[config.mk]
export PLATFORM = sky130hd
export DESIGN_NAME = rps_match
export DESIGN_NICKNAME = d
export VERILOG_FILES = /design/src/rtl/rps_match.sv
export SDC_FILE = /design/constraint.sdc
export NUM_CORES = 1
export LEC_CHECK = 0
export CAP_MARGIN = 15
export CORE_UTILIZATION = 60
export DETAILED_ROUTE_END_ITERATION = 16
export PLACE_DENSITY = 0.79
export SETUP_SLACK_MARGIN = 0.02
export SLEW_MARGIN = 30
export SYNTH_ARGS = -nofsm -noshare
export SYNTH_HDL_FRONTEND = slang
export SYNTH_SLANG_ARGS = --single-unit
[constraint.sdc]
create_clock -name CLK -period 7.1 [get_ports CLK]
set_clock_uncertainty 0.2 [all_clocks]
set_input_delay 0.71 -clock CLK [delete_from_list [all_inputs] [get_ports CLK]]
set_output_delay 0.71 -clock CLK [all_outputs]
set_load 0.01 [all_outputs]
[src/rtl/rps_match.sv]
// Rock-paper-scissors(-lizard-Spock) match engine: per-button sync/debounce,
// round evaluation, timed result display and first-to-WIN_ROUNDS scoring.

module rps_debounce #(
   parameter int CYCLES = 65536
) (
   input  logic CLK,
   input  logic RST,
   input  logic raw,
   output logic level
);
   localparam int DW = $clog2(CYCLES + 1);

   logic [1:0]    sync;
   logic [DW-1:0] cnt;

   // Level flips only after the synchronised input disagrees for CYCLES cycles.
   always_ff @(posedge CLK or posedge RST) begin
      if (RST) begin
         sync  <= '0;
         cnt   <= '0;
         level <= 1'b0;
      end else begin
         sync <= {sync[0], raw};
         if (sync[1] == level) begin
            cnt <= '0;
         end else if (cnt == DW'(CYCLES - 1)) begin
            level <= sync[1];
            cnt   <= '0;
         end else begin
            cnt <= cnt + 1'b1;
         end
      end
   end
endmodule

module rps_match #(
   parameter int NUM_CHOICES     = 3,
   parameter int DEBOUNCE_CYCLES = 65536,
   parameter int SHOW_CYCLES     = 12000000,
   parameter int WIN_ROUNDS      = 3,
   parameter int CW              = $clog2(NUM_CHOICES + 1),
   parameter int SW              = $clog2(WIN_ROUNDS + 1)
) (
   input  logic                   CLK,
   input  logic                   RST,
   input  logic [NUM_CHOICES-1:0] BTN,
   output logic [CW-1:0]          person_choice,
   output logic [CW-1:0]          computer_choice,
   output logic [2:0]             result,
   output logic [SW-1:0]          person_score,
   output logic [SW-1:0]          computer_score,
   output logic                   round_done,
   output logic                   match_over,
   output logic                   busy
);
   localparam int SHW = $clog2(SHOW_CYCLES + 1);

   typedef enum logic [2:0] {IDLE, EVAL, SHOW, RELEASE, OVER} state_t;

   state_t                 state;
   logic [NUM_CHOICES-1:0] deb, deb_q, press;
   logic [CW-1:0]          ccnt, pick, cap_p, cap_c;
   logic [CW:0]            d;
   logic [2:0]             round_res;
   logic [SHW-1:0]         show_cnt;
   logic                   armed, any_press;

   for (genvar i = 0; i < NUM_CHOICES; i++) begin : g_deb
      rps_debounce #(.CYCLES(DEBOUNCE_CYCLES)) u_deb (
         .CLK   (CLK),
         .RST   (RST),
         .raw   (BTN[i]),
         .level (deb[i])
      );
   end

   assign press     = deb & ~deb_q;
   assign any_press = |press;

   // Lowest-index press wins when several land in the same cycle.
   always_comb begin
      pick = '0;
      for (int i = NUM_CHOICES - 1; i >= 0; i--)
         if (press[i]) pick = CW'(i + 1);
   end

   // d = (p - c) mod N, computed with a compare-and-add.
   always_comb begin
      if (cap_p >= cap_c) d = {1'b0, cap_p} - {1'b0, cap_c};
      else                d = {1'b0, cap_p} + (CW+1)'(NUM_CHOICES) - {1'b0, cap_c};
      if (d == '0)        round_res = 3'b100;
      else if (d[0])      round_res = 3'b001;
      else                round_res = 3'b010;
   end

   always_ff @(posedge CLK or posedge RST) begin
      if (RST) begin
         deb_q <= '0;
         ccnt  <= CW'(1);
      end else begin
         deb_q <= deb;
         ccnt  <= (ccnt == CW'(NUM_CHOICES)) ? CW'(1) : ccnt + 1'b1;
      end
   end

   always_ff @(posedge CLK or posedge RST) begin
      if (RST) begin
         state           <= IDLE;
         cap_p           <= '0;
         cap_c           <= '0;
         show_cnt        <= '0;
         armed           <= 1'b0;
         person_choice   <= '0;
         computer_choice <= '0;
         result          <= '0;
         person_score    <= '0;
         computer_score  <= '0;
         round_done      <= 1'b0;
         match_over      <= 1'b0;
         busy            <= 1'b0;
      end else begin
         round_done <= 1'b0;
         case (state)
            IDLE: if (any_press) begin
               cap_p <= pick;
               cap_c <= ccnt;
               busy  <= 1'b1;
               state <= EVAL;
            end
            EVAL: begin
               person_choice   <= cap_p;
               computer_choice <= cap_c;
               result          <= round_res;
               if (round_res[0] && person_score != SW'(WIN_ROUNDS))
                  person_score <= person_score + 1'b1;
               if (round_res[1] && computer_score != SW'(WIN_ROUNDS))
                  computer_score <= computer_score + 1'b1;
               round_done <= 1'b1;
               show_cnt   <= '0;
               state      <= SHOW;
            end
            SHOW: begin
               if (show_cnt == SHW'(SHOW_CYCLES - 1)) begin
                  if (person_score == SW'(WIN_ROUNDS) || computer_score == SW'(WIN_ROUNDS)) begin
                     match_over <= 1'b1;
                     armed      <= 1'b0;
                     state      <= OVER;
                  end else begin
                     state <= RELEASE;
                  end
               end else begin
                  show_cnt <= show_cnt + 1'b1;
               end
            end
            RELEASE: if (deb == '0) begin
               result <= '0;
               busy   <= 1'b0;
               state  <= IDLE;
            end
            OVER: begin
               if (deb == '0) armed <= 1'b1;
               // A fresh press after full release only clears the match.
               if (armed && any_press) begin
                  person_choice   <= '0;
                  computer_choice <= '0;
                  result          <= '0;
                  person_score    <= '0;
                  computer_score  <= '0;
                  match_over      <= 1'b0;
                  busy            <= 1'b0;
                  state           <= IDLE;
               end
            end
            default: state <= IDLE;
         endcase
      end
   end
endmodule

==> results of run 1 <==
synthesized netlist by cell type, types with 2 or more instances:
cell type,count,area [sq um]
nand2_1,33,124
o31ai_1,6,45.0
a21o_1,2,15.0
o311a_1,2,20.0
dfrtp_1,110,2750
and4_1,7,61.3
nand4_1,20,125
a22oi_1,3,22.5
mux2_2,4,45.0
buf_2,6,30.0
nand3_1,37,185
nand4_2,2,25.0
nand2b_1,6,37.5
a21oi_1,3,15.0
mux2i_1,2,20.0
xnor2_1,23,201
xor2_1,32,280
or2_0,2,12.5
nor2_1,77,289
fa_1,2,40.0
inv_1,21,78.8
and4_2,2,20.0
or4_1,3,22.5
nor2b_1,3,18.8
nor3_1,10,50.1
ha_1,10,125
clkbuf_1,4,15.0
o211ai_1,5,37.5
o21ai_0,21,105
and3_1,11,68.8
and2_1,2,12.5
or3_1,4,25.0
cells by family after synthesis:
family | after synthesis | synth area share, %
buffers and inverters | 32 | 2.46
XOR/XNOR | 55 | 9.29
AND/OR/NAND/NOR | 229 | 22.9
adder cells (fa/ha/maj) | 12 | 3.19
flip-flops | 111 | 53.6
AO/OA/AOI/OAI | 56 | 7.32
multiplexers | 6 | 1.26
area by class of cell:
class	instances	area [sq um]	area share (%)
multi-input combinational	358	2280	40.2
clock inverter	7	81.3	1.44
timing repair buffer	19	188	3.32
inverter	21	81.3	1.44
sequential	111	2780	49.1
tap	105	131	2.32
clock buffer	9	124	2.19
stage by stage:
| stage | hold WS [ns] | utilization (%) | worst slack [ns] | instance area [sq um] | std cells |
|---|---|---|---|---|---|
| floorplan | 0.131 | - | 3.26 | 5180 | 501 |
| global placement | 0.133 | 65.7 | 4.50 | 5460 | 614 |
| detailed placement | 0.136 | 65.7 | 4.48 | 5460 | 614 |
| CTS | 0.161 | 68.2 | 4.52 | 5660 | 630 |
| global route | 0.171 | 68.2 | 4.25 | 5660 | 630 |
| finish | 0.158 | 68.2 | 4.53 | 5660 | 630 |
how the worst max path moves through the flow:
stage	cells after the start	to	start	slack [ns]
3_3_place_gp	3	show_cnt[3]$_DFFE_PP0P_	RST	4.50
5_1_grt	6	person_score[1]$_DFFE_PP0P_	state[2]$_DFFE_PP0P_	4.25
6_report	6	person_score[1]$_DFFE_PP0P_	state[2]$_DFFE_PP0P_	4.53
3_5_place_dp	3	show_cnt[3]$_DFFE_PP0P_	RST	4.48
2_1_floorplan	1	armed$_DFFE_PP0P_	RST	3.26
4_1_cts	6	person_score[1]$_DFFE_PP0P_	state[2]$_DFFE_PP0P_	4.52
state kept, by name, summed over array words and instances (netlist names), 2 cells and up:
name               count
g_deb.u_deb.sync       6
person_score           2
result                 3
computer_score         2
g_deb.u_deb.level      3
person_choice          2
state                  3
cap_c                  2
cap_p                  2
g_deb.u_deb.cnt       51
computer_choice        2
ccnt                   2
show_cnt              24
deb_q                  3
placed cells by master (no fill, tap or decap), drive strengths merged, types with 2 or more instances in the layout:
cell type	n
nand4	22
xor2	32
clkinv	3
or3	4
o31ai	6
ha	10
clkdlybuf4s50	18
o21ai	22
nor3	10
nor2	77
nor4	2
o311a	2
inv	23
nand3	37
nand2b	6
mux2i	2
a21o	2
and2	2
or2	3
and4	9
xnor2	23
and3	11
a21oi	3
nor4b	2
nand2	33
a22oi	3
mux2	4
or4	4
o211ai	5
fa	2
dfrtp	110
nor2b	3
clkbuf	9
per-layer routing:
layer / vias to the layer above / share of wire, % / GRT usage [%]
met5: - / 0 / 0
met4: 0 / 1.6 / 8.08
met3: 13 / 2.7 / 5.96
met2: 50 / 51 / 39.4
met1: 1794 / 45 / 28.9
li1: 1780 / - / -
where the power goes:
group	leakage (nW)	switching (mW)	internal (mW)	total, mW
Sequential	1.53	0.00575	0.638	0.643
Clock	0.103	0.222	0.167	0.390
Combinational	0.885	0.0202	0.00684	0.0270
Total	2.51	0.248	0.812	1.06
==> results.md, run 1 <==
- Status: complete, no violations
- Max Buffers Root-to-Sink: 2
- Die footprint: 9010 sq um
- Total GRT Usage: 23.3%
- Clock transition at path regs: 0.10 ns
- Slew Viols, Final: 0
- EDFF count, synth: 0
- Syn nets: 518
- Relative slew margins: 46.4%
- Die height: 94.9 microns
- DRT iter0 DRCs: 167
- PortBufs: 18
- Std cell rows: 33
- I/O pins: 19
- Worst r2r dst: person_score[1]$_DFFE_PP0P_
- Hold Path Class: reg -> reg
- Post-synth ARST share: 100%
- CP Max Fanout: 22
- Post-DP HPWL: 6.45 mm
- Initial antenna violation count: 0
- Drt first pass iters: 4
- Post-synthesis instance total: 501
- Remaining antenna violation count after routing: 0
- Post-cts sizing count: 0
- Synth-to-layout area growth: 9.22%
- Syn. warnings: 0
- Worst Path Buf+Inv: 1
- Most used cell, CP: nand2b_1
- Largest net degree at the start of global routing: 59
- Hold EP: g_deb[1].u_deb.sync[1]$_DFF_PP0_
- GRT overflow: 0
- Crit path launch type: flop
- Min-delay src: g_deb[1].u_deb.sync[0]$_DFF_PP0_
- Final nets: 537
- Final hold violations: 0
- DRC violations left: 0
- # clock sinks: 111
- RSZ-0062 raised after global routing: false
- Register area share after synthesis: 53.6%
- Wirelength, routed: 9.31 mm
- Crit Path Category: reg -> reg
- Max_cap viols: 0
- Fill count: 662
- Pwr Density: 187 nW/um^2
- Worst skew pair latency: 0.38 ns
- Min-Delay Path Depth: 0
- Power Total: 1.06 mW
- Crit Reg-Reg Startpoint: state[2]$_DFFE_PP0P_
- First-pass GRT wire length: 16.2 mm
- Synthesized area: 5180 sq um
- H-tree depth: 3
- CP Data Arrival Time: 2.63 ns
- Primary FF master, synth: dfrtp_1
- Peak VDD IR: 0.000128 V
- Reg2Reg Setup Slack: 4.53 ns
- Inserted Diodes: 0
- Initial Util: 62.4%
- Final setup viols: 0
- Top cell family by delay on the critical path: simple AND/OR/NAND/NOR gates
- Avg Cell Area, Syn: 10.3 sq um
- GPL Wtd Cong: 0.779
- Routed WL per cell: 14.8 microns
- Worst stage delay on the critical path: 0.55 ns
- Fin crit share: 36.2%
- #FFs+latches synth: 111
- Leak: 2.51 nW
- Setup repair bufs after CTS: 0
- Tightest Pin Transition: 0.805 ns
- Clk root buf: clkbuf_8
- Via density: 5.77
- Hold Buf Count CTS: 0
- Setup TNS: 0 ns
- CTS buffer count: 9
- Required @ worst endpoint: 7.16 ns
- Fmax: 389 MHz
- Tmin final: 2.57 ns
- Core region area: 8300 sq um
- Slowest cell on crit path: inv_1
- Share of cells above drive strength 1: 6.48%
- TritonCTS clock tree: done
- Number of global-route vias before repair: 3649
- Crit end category: flop
- Routed via count: 3637
- Yosys cell types: 58
- Critical path cell sequence: nand2b_1 -> nand2b_1 -> inv_1 -> nand3b_1 -> nand3_1 -> o21ai_0
- Die width: 94.9 microns
- Reg2Reg Depth: 6
Note: power is estimated with default switching activity, not from simulation.
==> run 2: changes to the inputs <==
- CORE_UTILIZATION: 60 -> 55
- PLACE_DENSITY: 0.79 -> 0.76
- clock period: 7.1 -> 2.3 ns (I/O delays scaled with it)
==> run 2 against run 1 <==
First-iteration DRC count shrank 16%. Count of clock-buffer cells in the layout is the same. Sequential power grew to 3.1 times the previous value. Sequential share of layout area shrank 2.4 points. Cell count grew 4.9%. Via count grew 3.1%. Die area grew 8.9%. Combinational power grew to 3.7 times the previous value. Sequential cell count is the same. Maximum frequency grew 15%. Hold slack lost 0.080 ns. Register-to-register slack lost 4.5 ns.
==> results.md, run 2 (synthesis gave the netlist of run 1 again) <==
- Worst Path Buf+Inv: 0
- Slowest cell on crit path: or4_4
- Storage cell area: 2780 sq um
- H-tree depth: 3
- Fmax: 447 MHz
- Required @ worst endpoint: 2.37 ns
- Final hold violations: 0
- Tmin final: 2.24 ns
- Hold Path Class: in -> reg
- First-pass GRT wire length: 16.4 mm
- Drt first pass iters: 6
- Routed via count: 3750
- Pwr Density: 552 nW/um^2
- Post-Place Cells: 640
- DRC violations left: 0
- GRT overflow: 0
- Max reg flops: 51
- Peak VDD IR: 0.000319 V
- CTS buffer count: 9
- GPL Wtd Cong: 0.802
- TritonCTS clock tree: done
- Status: complete, no violations
- PortBufs: 18
- Clock transition at path regs: 0.11 ns
- Inserted Diodes: 0
- Fin crit share: 97.2%
- Die height: 99.1 microns
- Fin Hold WS: 0.0778 ns
- CP Max Fanout: 3
- Initial antenna violation count: 0
- Die footprint: 9810 sq um
- Routed WL per cell: 14.4 microns
- Wirelength, routed: 9.53 mm
- Slew Viols, Final: 0
- Fill count: 730
- Core region area: 9200 sq um
- CP Data Arrival Time: 2.30 ns
- I/O pins: 19
- Critical path cell sequence: or2_0 -> or2_0 -> or3_1 -> or4_4 -> a22o_1
- Leak: 2.66 nW
- Std cell rows: 35
- Remaining antenna violation count after routing: 0
- Most used cell, CP: or2_0
- Post-DP HPWL: 6.56 mm
- Initial Util: 56.4%
- Largest Register: g_deb.u_deb.cnt
- Setup TNS: 0 ns
- Share of cells above drive strength 1: 12.0%
- Power Total: 3.29 mW
- Fin cells: 661
- Most frequent cells in the layout: 109 x dfrtp_1, 76 x nor2_1, 37 x nand3_1
- Clk root buf: clkbuf_8
- Final setup viols: 0
- Synth-to-layout area growth: 15.0%
- Largest registers: g_deb.u_deb.cnt x51, show_cnt x24, g_deb.u_deb.sync x6
- Relative slew margins: 56.4%
- Multi-input gate area: 2320 sq um
- Largest net degree at the start of global routing: 55
- Via density: 5.67
- Crit path launch type: flop
- Crit Path Category: reg -> reg
- Crit end category: flop
- Max Buffers Root-to-Sink: 2
- Top cell family by delay on the critical path: simple AND/OR/NAND/NOR gates
- DRT iter0 DRCs: 141
- Final nets: 562
- Worst stage delay on the critical path: 0.44 ns
- Tightest Pin Transition: 0.649 ns
- Worst skew pair latency: 0.37 ns
- Number of global-route vias before repair: 3713
- Max_cap viols: 0
- Total GRT Usage: 21.2%
- Commonest non-fill, non-tap cell in the layout: dfrtp_1
- Die width: 99.1 microns
- # clock sinks: 111
run 2: layout make-up:
| cell class | instances | share of cell area [%] |
|---|---|---|
| well taps | 111 | 2.33 |
| flip-flops and latches | 111 | 46.7 |
| repair buffers | 44 | 7.18 |
| inverters | 21 | 1.39 |
| multi-input cells | 358 | 39.0 |
| clock inverters | 7 | 1.36 |
| clock buffers | 9 | 2.08 |
run 2: routing by layer:
metal	vias to the layer above	global-route usage, %	part of all wire (%)
met5	-	0	0
met4	0	8.14	1.9
met3	16	4.89	3.2
met2	71	34.3	48
met1	1830	28.0	47
li1	1833	-	-
run 2: timing repair:
item	CTS	global route
hold buffers	1	0
buffers inserted	0	4
endpoints found under the hold margin	10	0
gates resized for setup	0	11
setup endpoints to repair	0	10
run 2: where the power goes:
part           switching (mW)  internal [mW]  total (mW)
clock network           0.683          0.519        1.20
logic                  0.0644         0.0360       0.100
registers              0.0172           1.97        1.99
total                   0.765           2.52        3.29
run 2: path summary, 6_finish.rpt:
kind                                                        from                                to  slack [ns]  cells past startpoint
worst max-delay path                    show_cnt[13]$_DFFE_PP0P_                 armed$_DFFE_PP0P_        0.06                      5
worst min-delay path                                      BTN[0]  g_deb[0].u_deb.sync[0]$_DFF_PP0_        0.08                      1
worst max register to register          show_cnt[13]$_DFFE_PP0P_                 armed$_DFFE_PP0P_        0.06                      5
worst min register to register  g_deb[2].u_deb.sync[0]$_DFF_PP0_  g_deb[2].u_deb.sync[1]$_DFF_PP0_        0.16                      0
max in group asynchronous                                    RST                 ccnt[0]$_DFF_PP1_        0.79                      4
min in group asynchronous                                    RST   g_deb[2].u_deb.cnt[3]$_DFF_PP0_        0.51                      3
run 2: through the flow:
step           utilization, %  cell area [sq um]  setup WS (ns)
2_1_floorplan               -               5190          0.117
3_3_place_gp             61.6               5660          0.106
3_5_place_dp             61.6               5660         0.0475
4_1_cts                  63.9               5880         0.0245
5_1_grt                  64.8               5960        -0.0272
6_report                 64.8               5960         0.0635
